[config.mk]
export PLATFORM = sky130hd
export DESIGN_NAME = subtr_unit
export DESIGN_NICKNAME = d
export VERILOG_FILES = /design/src/rtl/subtr_unit.sv
export SDC_FILE = /design/constraint.sdc
export NUM_CORES = 1
export LEC_CHECK = 0
export CORE_MARGIN = 4
export CORE_UTILIZATION = 40
export DETAILED_ROUTE_END_ITERATION = 12
export GPL_TIMING_DRIVEN = 0
export HOLD_SLACK_MARGIN = 0.06
export PLACE_DENSITY = 0.72
export RECOVER_POWER = 50
export SYNTH_ARGS = -nofsm -noshare
export SYNTH_HDL_FRONTEND = slang
export SYNTH_SLANG_ARGS = --single-unit
[constraint.sdc]
create_clock -name clk -period 1 [get_ports clk]
set_clock_uncertainty 0.05 [all_clocks]
set_input_delay 0.2 -clock clk [delete_from_list [all_inputs] [get_ports clk]]
set_output_delay 0.2 -clock clk [all_outputs]
set_load 0.01 [all_outputs]
[src/rtl/subtr_unit.sv]
// -----------------------------------------------------------------------------
// subtr_unit
//   Registered adder/subtractor built on a ripple-carry full-adder chain.
//   mod = 0 : s = a + b + cin
//   mod = 1 : s = a - b - cin   (cin acts as borrow-in)
//   Result and status flags are registered with one cycle of latency.
//
// Ports
//   clk        rising-edge clock
//   rst_n      asynchronous active-low reset (clears every output register)
//   in_valid   operands valid this cycle, captured on the rising clk edge
//   a, b       operands (a = minuend, b = subtrahend when subtracting)
//   cin        carry-in (add) / borrow-in (subtract)
//   mod        0 = add, 1 = subtract
//   s          registered result (modulo 2^WIDTH)
//   cout       raw carry-out of the MSB stage (1 = no borrow when subtracting)
//   ovf        signed two's-complement overflow
//   zero       registered result equals zero
//   out_valid  s/cout/ovf/zero hold a fresh result
//
// Handshake: in_valid is a plain strobe with no back-pressure. Every rising
// edge with in_valid=1 captures one operation, and out_valid is high for
// exactly the cycle following each capture. With in_valid=0 the data outputs
// hold their last values and out_valid drops, so operand values while
// in_valid=0 never reach the outputs.
// -----------------------------------------------------------------------------
module subtr_unit #(
    parameter int WIDTH = 8
) (
    input  logic             clk,
    input  logic             rst_n,
    input  logic             in_valid,
    input  logic [WIDTH-1:0] a,
    input  logic [WIDTH-1:0] b,
    input  logic             cin,
    input  logic             mod,
    output logic [WIDTH-1:0] s,
    output logic             cout,
    output logic             ovf,
    output logic             zero,
    output logic             out_valid
);

    // Subtraction is a + ~b + 1 - cin. Inverting b and folding the "+1" and
    // the borrow into a single chain carry-in (cin ^ mod) lets one adder
    // chain serve both modes.
    logic [WIDTH-1:0] bi;
    logic [WIDTH-1:0] sum_c;
    logic [WIDTH:0]   c;

    assign bi   = b ^ {WIDTH{mod}};
    assign c[0] = cin ^ mod;

    for (genvar i = 0; i < WIDTH; i++) begin : g_fa
        assign sum_c[i] = a[i] ^ bi[i] ^ c[i];
        assign c[i+1]   = (a[i] & bi[i]) | (c[i] & (a[i] ^ bi[i]));
    end

    always_ff @(posedge clk or negedge rst_n) begin
        if (!rst_n) begin
            s         <= '0;
            cout      <= 1'b0;
            ovf       <= 1'b0;
            zero      <= 1'b0;
            out_valid <= 1'b0;
        end else begin
            out_valid <= in_valid;
            if (in_valid) begin
                s    <= sum_c;
                cout <= c[WIDTH];
                // Signed overflow: carry into the sign bit differs from
                // carry out of it.
                ovf  <= c[WIDTH] ^ c[WIDTH-1];
                // zero is a register of its own (not derived from s) so that
                // reset can hold it low while s is also zero.
                zero <= (sum_c == '0);
            end
        end
    end

endmodule

# [Word level (Yosys, flattened, before mapping)]
# Index checks and enable logic that the tools add are counted.
[op_classes] n_bitwise=43 reduce_logical=1
[ops] operator="$xor 1x1->1" n=18
[ops] operator="$and 1x1->1" n=16
[ops] operator="$logic_not 8->1" n=1
[ops] operator="$or 1x1->1" n=8
[ops] operator="$xor 8x8->8" n=1
[word_totals] ff_bits=12 input_bits=21 out_inout_bits=12

# [Logic depth before layout (Yosys ltp)]
[depth] word_depth=19 ltp_mapped=16 mapped_depth_nobuf=15

# [Worst setup path before layout]
# No wires, ideal clock.
[synth_timing] path_type="input to register" from="in mod" to="reg zero" setup_ps=101 t_arrival_ps=3763 slack_ps=-2914 stages=16 n_path_buf=1 path_cell_list="buf_4 > xor2_1 > fa_1 > inv_1 > fa_1 > fa_1 > fa_1 > inv_1 > fa_1 > inv_1 > fa_1 > fa_1 > inv_1 > fa_1 > nand2b_1 > o32ai_1"
[synth_via] elab_chain_cells=18 elab_cells_between_ends=40 cone_classes="39 x bitwise; 1 x reduce/logical"
[synth_lines] element="start: declaration" line="36" source="input logic mod,"
[synth_lines] element="$xor 8x8->8" line="51" source="assign bi = b ^ {WIDTH{mod}};"
[synth_lines] element="$xor 1x1->1" line="56" source="assign c[i+1] = (a[i] & bi[i]) | (c[i] & (a[i] ^ bi[i]));"
[synth_lines] element="$and 1x1->1" line="56"
[synth_lines] element="$or 1x1->1" line="56"
[synth_lines] element="$and 1x1->1" line="56"
[synth_lines] element="$or 1x1->1" line="56"
[synth_lines] element="$and 1x1->1" line="56"
[synth_lines] element="$or 1x1->1" line="56"
[synth_lines] element="(+3 left out)"
[synth_lines] element="$or 1x1->1" line="56"
[synth_lines] element="$and 1x1->1" line="56"
[synth_lines] element="$or 1x1->1" line="56"
[synth_lines] element="$and 1x1->1" line="56"
[synth_lines] element="$or 1x1->1" line="56"
[synth_lines] element="$xor 1x1->1 *" line="55" source="assign sum_c[i] = a[i] ^ bi[i] ^ c[i];"
[synth_lines] element="net sum_c[7]" line="48" source="logic [WIDTH-1:0] sum_c;"
[synth_lines] element="$logic_not 8->1 *" line="76" source="zero <= (sum_c == '0);"
[synth_lines] element="end signal: assignment" line="76"
[synth_lines] element="end: declaration" line="40" source="output logic zero,"
# Mark *: on every way through the listed nets, which the timed path passes. The rest lies on a longest branch.
# A chain may end at the register's enable or synchronous reset.

# [Final worst setup path]
# Ends and elaborated chain as after synthesis.

==> out/results.tsv <==
stage	metric	value	unit
sta	worstMarginPinSlew	520	ps
drt	drc_violations_left	0	
sta	setup-tns-final	-16220	ps
grt	grt_pass1_vias	587	
critical_path	worst-endpoint-arrival	3560	ps
floorplanning	fp.dieH	52.0	um
critical_path	cp_data_required_time	1130	ps
drt	first_iter_violations	1	
drt	antenna_violating_nets_post_route	0	
drt	routedWlPerCell	12.6	um
sta	timing.max_slew.rel_slack	65.3	%
critical_path	worstRegToRegCells	2	
critical_path	path_class	input pin to flop	
clocking	cts-htree-levels	1	
sta	report.final.hold_viol_count	0	
hold_path	whs_path_depth	1	
clocking	postCtsHoldBufs	0	
synth	synth-seq-cells	12	
floorplanning	core_area	1780	sq um
synth	synth_area_per_cell	12.7	sq um
floorplanning	die_w	52.0	um
layout	area.growth.synth_to_final	55.6	%
hold_path	hp-start	in_valid	
job	timing.max_cap.violations	0	
hold_path	hold_path_end	out_valid	
clocking	clock-root-buffer	clkbuf_4	
sta	period_share	344	%
drt	vias_per_cell	4.30	
critical_path	worst_r2r_startpoint	s[0]	
hold_path	hold_path_class	input pin to flop	
critical_path	cell_with_the_biggest_individual_delay_on_the_critical_path	fa_1	
pwr	leakagePower	0.584	nW
layout	diodes	0	
synth	synth-edff-count	0	
pwr	switchingPower	609	uW
floorplanning	initial_utilization	43.5	%
grt	grt_max_degree	13	
clocking	clock_latency	260	ps
pwr	power_frac_seq	34.8	%
placement	place_ws	-3250	ps
clocking	tritoncts	yes	
grt	grt_pass1_wl	2.75	mm
drt	dr.pass1.iters	4	
sta	finalWorstSetupSlack	-2440	ps
critical_path	crit_family	adder cells	
synth	syn-instance-count	61	
pwr	ir_worst_vdd	762	uV
sta	grt_setup_unrepaired	true	
pwr	power.internal	1.36	mW
critical_path	crit_path_cell_trace	buf_12 > xor2_2 > fa_2 > inv_2 > fa_2 > fa_2 > fa_2 > inv_2 > fa_2 > inv_2 > fa_2 > fa_2 > inv_2 > fa_1 > nand2b_4 > o32ai_2	
clocking	numCtsBuffers	3	
synth	async_flop_share	100	%
synth	synth_area	776	sq um
critical_path	worstReg2RegEnd	s[0]	
clocking	cts.sinks	12	
sta	report.final.setup_viol	23	
placement	place_congestion	0.715	
sta	final_period_minus_worst_setup_slack	3440	ps
floorplanning	die_footprint	2710	sq um
floorplanning	ioPinCount	33	
critical_path	slowest_delay	430	ps
placement	placed_cells_incl_taps	117	
layout	final_cell_mix	buf_2, dfrtp_1, clkdlybuf4s50_1, inv_1, buf_4	
pwr	switching_share	30.9	%
critical_path	worstPathMaxFanout	3	
critical_path	path_common_cell	fa_2	
clocking	clk_transition_reported_paths	70	ps
placement	dp.final_hpwl	1.28	mm
critical_path	reg2reg_setup_slack	70	ps
layout	layout-drive-gt1-share	48.1	%
grt	antenna_found_initial	0	
sta	max_freq	291	MHz
layout	final_nets	134	
run_status	run_status	finished with violations	
synth	synthesis.yosys.warnings	0	
grt	grt_use_total	13.9	%
floorplanning	floorplan.rows	15	
drt	vias	555	
synth	syn_nets	90	
critical_path	end_kind	flop	
synth	yosysUniqueCellTypes	14	
pwr	power.share.clock	19.1	%
synth	synth_sequential_area_ratio	38.7	%
placement	port_buffers	31	
run_status	violated_checks	negative setup slack	
drt	drt-total-wl	1.63	mm
sta	maxSlewViolCount	0	
clocking	cts.path.max_buffers	2	
critical_path	worst-path-buf-inv	5	
layout	finalNonFillerCells	129	
critical_path	critPathLaunchType	input pin	
grt	grt-ovfl-total	0	
pwr	combinationalPowerShare	46.1	%
layout	layout.cells.most_common	buf_2	
pwr	power.density	1630	nW/um^2
synth	synth_flop_cell	dfrtp_1	
## worst max path at each step
stage	start	endpoint	slack [ps]	cells after the start
after global placement	cin	zero	-3210	16
after global routing	mod	zero	-2580	16
final	mod	zero	-2440	16
after floorplan	mod	zero	-2700	16
after detailed placement	cin	zero	-3250	16
after CTS	mod	zero	-2430	16
## registers in the layout, summed over array words and instances, names as in the netlist
register   cells
out_valid      1
zero           1
s              8
ovf            1
cout           1
## power groups by stage
| stage | logic (mW) | clock network [mW] | registers, mW |
|---|---|---|---|
| after floorplan | 0.389 | 0 | 0.762 |
| after global placement | 0.889 | 0 | 0.699 |
| after detailed placement | 0.905 | 0 | 0.703 |
| after CTS | 0.849 | 0.381 | 0.689 |
| after global routing | 0.992 | 0.414 | 0.709 |
| final | 0.910 | 0.376 | 0.687 |
## metrics by stage
stage          area, sq um  hold slack (ps)  power, mW  utilization (%)
2_1_floorplan          818             -146       1.15                -
3_3_place_gp          1160              443       1.59             65.1
3_5_place_dp          1160              454       1.61             65.1
4_1_cts               1180              237       1.92             66.0
5_1_grt               1210              253       2.11             67.7
6_report              1210              267       1.97             67.7
## what timing repair did
action | 4_1_cts | 5_1_grt
setup buffers | 4 | 4
resized for setup | 68 | 0
endpoints found under the hold margin | 0 | 0
endpoints found under the setup margin | 23 | 23
pin swaps | 6 | 0
## logic make-up (layout without fill, tap and decap cells)
family | count (synthesis) | after routing | synth area share [%]
buf+inv | 17 | 60 | 9.68
flops | 12 | 12 | 38.7
xor+xnor | 10 | 10 | 11.3
mux | 10 | 10 | 15.6
fa+ha+maj | 8 | 8 | 20.6
simple gates | 3 | 3 | 2.90
compound gates | 1 | 1 | 1.13
## layout make-up
| type | instances | area [sq um] |
|---|---|---|
| clock buffers | 4 | 36.3 |
| inverters | 15 | 56.3 |
| plain buffers | 2 | 31.3 |
| repair buffers | 39 | 297 |
| well taps | 25 | 31.3 |
| fillers | 145 | 576 |
| flip-flops and latches | 12 | 300 |
| multi-input cells | 32 | 455 |
## Yosys cell counts (4+ instances only)
| master | n | share of area [%] |
|---|---|---|
| mux2i_1 | 5 | 6.5 |
| mux2_4 | 4 | 7.7 |
| dfrtp_1 | 12 | 39 |
| inv_1 | 15 | 7.3 |
| xor2_1 | 4 | 4.5 |
| xnor2_1 | 6 | 6.8 |
| fa_1 | 8 | 21 |
## metal layers
layer	vias up	GRT usage, %	share of wire [%]
met4	0	5.24	0.62
li1	270	-	-
met5	-	0	0
met1	264	17.2	41
met3	2	0.860	6.2
met2	19	24.9	52
No activity file was read; power rests on OpenSTA's default activity.
==> variant 1 (same flow settings) <==
Reset style: synchronous (`rst_n`), changed in one clocked block. Comments in the files are not updated.
--- a/src/rtl/subtr_unit.sv
+++ b/src/rtl/subtr_unit.sv
@@ -56,7 +56,7 @@
         assign c[i+1]   = (a[i] & bi[i]) | (c[i] & (a[i] ^ bi[i]));
     end
 
-    always_ff @(posedge clk or negedge rst_n) begin
+    always_ff @(posedge clk) begin
         if (!rst_n) begin
             s         <= '0;
             cout      <= 1'b0;
Function: differs if rst_n is asserted again (counterexample within 4 cycles, from zero or initial values and one cycle with rst_n low); with rst_n held inactive, the same outputs for 10 cycles.
==> variant 1 against the unedited design <==
The flow still finishes with violations (setup timing); area after synthesis is 3.1% lower; power decreased by 19%; count of clock-buffer cells in the layout unchanged; sequential cell count is the same; final area fell by 0.83%; wire length fell by 10%; core utilization increased by 0.88 points; fmax shrank 3.0%; sequential share of layout area decreased by 3.8 points; first-iteration DRC count up 100%; setup slack got worse by 110 ps; synthesized cell count is 13% higher.
==> variant 1: results (changes against the unedited design) <==
\begin{tabular}{lr}
\hline
Metric & Value \\
\hline
\multicolumn{2}{l}{\textbf{Run status}} \\
\quad Result of the run & finished with violations \\
\quad Failing checks & setup timing \\
\multicolumn{2}{l}{\textbf{Power}} \\
\quad Share of total power in combinational logic & 41.0\% (-5.1 points) \\
\quad P\_sw & 468.8 µW (-23\%) \\
\quad Worst supply voltage drop on vdd & 0.6418 mV (-16\%) \\
\multicolumn{2}{l}{\textbf{Global route}} \\
\quad Global-route track usage on met2 & 21.82\% (-3.1 points) \\
\quad Met1 Resource Use GR & 15.17\% (-2.1 points) \\
\quad Met3 global-route usage & 2.041\% (+1.2 points) \\
\quad Maximum number of pins on one net before global-route repair & 11 (-2) \\
\quad Gr usage total & 12.74\% (-1.1 points) \\
\multicolumn{2}{l}{\textbf{Detailed routing}} \\
\quad Total wire length & 1458 µm (-10\%) \\
\quad Total met2 wirelength after detailed routing & 764 µm (-10\%) \\
\quad First DRT Iteration DRCs & 2 (+1) \\
\multicolumn{2}{l}{\textbf{STA}} \\
\quad Crit path setup slack, layout & -2543 ps (-105.7 ps) \\
\quad Final number of setup-violating endpoints & 12 (-48\%) \\
\multicolumn{2}{l}{\textbf{Yosys}} \\
\quad Area share of fa/ha/maj cells after synthesis & 21.30\% (+0.65 points) \\
\quad Compound-cell area share of the yosys netlist & 6.656\% (+5.5 points) \\
\quad Number of distinct library cells after synthesis & 18 (+4) \\
\quad Most used flip-flop cell after synthesis & sky130\_fd\_sc\_hd\_\_dfxtp\_1 \\
\quad Cell types with the highest counts after synthesis & 12 x sky130\_fd\_sc\_hd\_\_dfxtp\_1, 9 x sky130\_fd\_sc\_hd\_\_inv\_1, 8 x sky130\_fd\_sc\_hd\_\_fa\_1, 6 x sky130\_fd\_sc\_hd\_\_nand2\_1, 6 x sky130\_fd\_sc\_hd\_\_xnor2\_1 \\
\quad Synthesized Nets & 98 (+8.9\%) \\
\quad Share of cell area taken by muxes after synthesis & 6.656\% (-9.0 points) \\
\multicolumn{2}{l}{\textbf{Finish}} \\
\quad Filler cell count & 146 (+0.69\%) \\
\quad Net count of the finished layout & 137 (+2.2\%) \\
\multicolumn{2}{l}{\textbf{Clock network}} \\
\quad Post-cts repair resize count & 74 (+8.8\%) \\
\multicolumn{2}{l}{\textbf{Place}} \\
\quad Final weighted congestion in routability-driven placement & 0.7194 (+0.59\%) \\
\multicolumn{2}{l}{\textbf{Setup path}} \\
\quad Worst EP arrival & 3710 ps (+150 ps) \\
\hline
\end{tabular}
[variant 1: cell types whose count changed in the layout (fill, tap and decap cells not counted), sizes merged, moves of 4 or more]
cell   change
dfrtp     -12
dfxtp     +12
inv        -6
nand2      +6
mux2       -5
nor2b      +5
o211a      +5
buf        -4
[variant 1: worst paths after layout]
| path | depth (start not counted) | to | from | slack, ps |
|---|---|---|---|---|
| min reg2reg | 1 | s[6] | s[6] | 420 |
| max reg2reg | 2 | s[4] | s[4] | 330 |
| max | 17 | zero | mod | -2540 |
| min | 2 | out_valid | in_valid | 180 |
[variant 1: final cells by class]
type	count	area [µm²]	area share, %
timing repair buffer	34	285.3	23.82
clock buffer	4	36.28	3.030
multi-input combinational	44	506.7	42.32
tap	25	31.28	2.612
sequential	12	252.7	21.11
inverter	9	33.78	2.821
buffer	4	51.30	4.284
[variant 1: per-stage QoR]
step                      std cells  instance area (µm²)
after CTS                       132                 1165
after detailed placement        124                 1132
after global placement          124                 1132
after floorplan                  69                800.8
final                           132                 1197
after global routing            132                 1197
==> variant 2 (same settings) <==
Without the edit above. Remove the register `out_valid`: a continuous assignment takes its place, so the output `out_valid` follows one clock earlier.
--- a/src/rtl/subtr_unit.sv
+++ b/src/rtl/subtr_unit.sv
@@ -62,9 +62,7 @@
             cout      <= 1'b0;
             ovf       <= 1'b0;
             zero      <= 1'b0;
-            out_valid <= 1'b0;
         end else begin
-            out_valid <= in_valid;
             if (in_valid) begin
                 s    <= sum_c;
                 cout <= c[WIDTH];
@@ -78,5 +76,7 @@
         end
     end
 
+    assign out_valid = in_valid;
+
 endmodule
 
Behaviour: not the same (a bounded check fails within 4 cycles, from zero or initial values and one cycle with rst_n low).
==> variant 2 against the unedited design <==
The run still ends with setup timing left; worst hold slack got worse by 83 ps; sequential cell count decreased by 1; die area decreased by 1.9%; area after synthesis decreased by 2.3%; wire length decreased by 1.8%; cell count increased by 1.6%; power decreased by 2.6%; fmax decreased by 0.14%; setup slack got worse by 4.9 ps; final area increased by 1.2%; highest routed layer is now met3; sequential power decreased by 5.8%; critical path depth unchanged; critical path type unchanged; count of clock-buffer cells in the layout decreased by 1.
==> variant 2: results (changes against the unedited design) <==
\begin{tabular}{lr}
\hline
Metric & Value \\
\hline
\multicolumn{2}{l}{\textbf{Global route}} \\
\quad Global-route wire length before repair & 2504 µm (-8.8\%) \\
\quad Maximum number of pins on one net before global-route repair & 12 (-1) \\
\quad Gr usage total & 12.82\% (-1.1 points) \\
\multicolumn{2}{l}{\textbf{Detailed routing}} \\
\quad Post-DR vias/cell & 4.298 (-0.11\%) \\
\quad Final routed wire length divided by cell count & 12.18 µm (-3.3\%) \\
\multicolumn{2}{l}{\textbf{Yosys}} \\
\quad Area share of fa/ha/maj cells after synthesis & 21.12\% (+0.48 points) \\
\quad Post-synthesis xor/xnor area fraction & 11.55\% (+0.26 points) \\
\quad Share of cell area taken by muxes after synthesis & 16.01\% (+0.36 points) \\
\quad Top area cells in the synthesized netlist & sky130\_fd\_sc\_hd\_\_dfrtp\_1 36\%, sky130\_fd\_sc\_hd\_\_fa\_1 21\%, sky130\_fd\_sc\_hd\_\_mux2\_4 7.9\%, sky130\_fd\_sc\_hd\_\_inv\_1 7.4\%, sky130\_fd\_sc\_hd\_\_xnor2\_1 6.9\% \\
\multicolumn{2}{l}{\textbf{Finish}} \\
\quad Diode insertion count for antenna repair & 0 (unchanged) \\
\quad Filler cell count & 144 (-0.69\%) \\
\quad FF+latch area & 275.3 µm² (-8.3\%) \\
\quad Fraction of final layout cells sized beyond drive strength 1 & 50.00\% (+1.9 points) \\
\multicolumn{2}{l}{\textbf{Power}} \\
\quad Share of total power in combinational logic & 50.5\% (+4.4 points) \\
\quad Net switching share of the total power & 32.45\% (+1.6 points) \\
\quad Pwr per Cell Area & 1572 mW/mm² (-3.8\%) \\
\quad Leakage power & 0.0005916 µW (+1.3\%) \\
\quad Worst supply voltage drop on vdd & 0.7070 mV (-7.2\%) \\
\multicolumn{2}{l}{\textbf{STA}} \\
\quad Slew HR & 67.91\% (+2.7 points) \\
\quad Worst Hold Slack & 184.3 ps (-83.11 ps) \\
\quad Setup total negative slack & -16200 ps (+20.80 ps) \\
\quad Crit path setup slack, layout & -2442 ps (-4.850 ps) \\
\quad Final number of setup-violating endpoints & 22 (-4.3\%) \\
\multicolumn{2}{l}{\textbf{Place}} \\
\quad Worst slack at placement & -3232 ps (+22.51 ps) \\
\quad Detail Placement HPWL & 1177 µm (-8.2\%) \\
\quad Final weighted congestion in routability-driven placement & 0.7294 (+2.0\%) \\
\multicolumn{2}{l}{\textbf{Clock network}} \\
\quad Post-CTS Setup Bufs & 7 (+3) \\
\quad Post-cts repair resize count & 67 (-1.5\%) \\
\multicolumn{2}{l}{\textbf{Setup path}} \\
\quad Worst EP arrival & 3570 ps (about the same) \\
\quad Slowest CP cell & sky130\_fd\_sc\_hd\_\_fa\_1 \\
\multicolumn{2}{l}{\textbf{Run status}} \\
\quad Result of the run & finished with violations \\
\quad Failing checks & setup timing \\
\hline
\end{tabular}
variant 2: cell count changes after synthesis, sizes merged:
cell,before,now
buf,2,3
dfrtp,12,11
variant 2: worst paths after layout:
kind                           from    to
max reg2reg                    cout  cout
min reg2reg                     ovf   ovf
min                        in_valid  zero
max                             mod  zero
max in group asynchronous     rst_n  cout
min in group asynchronous     rst_n  s[7]
variant 2: cell type report:
type / count / share of cell area, %
clock buffer: 3 / 1.842
tap: 25 / 2.559
inverter: 15 / 4.606
buffer: 3 / 3.173
clock inverter: 1 / 0.4094
timing repair buffer: 41 / 26.71
multi-input combinational: 32 / 38.18
sequential: 11 / 22.52
variant 2: metal layers:
layer / track usage (%) / vias to the layer above / routed length [µm]
li1: - / 270 / -
met1: 15.61 / 275 / 649
met2: 21.82 / 18 / 861
met3: 2.006 / 0 / 84
met4: 6.550 / 0 / 0
met5: 0 / - / 0
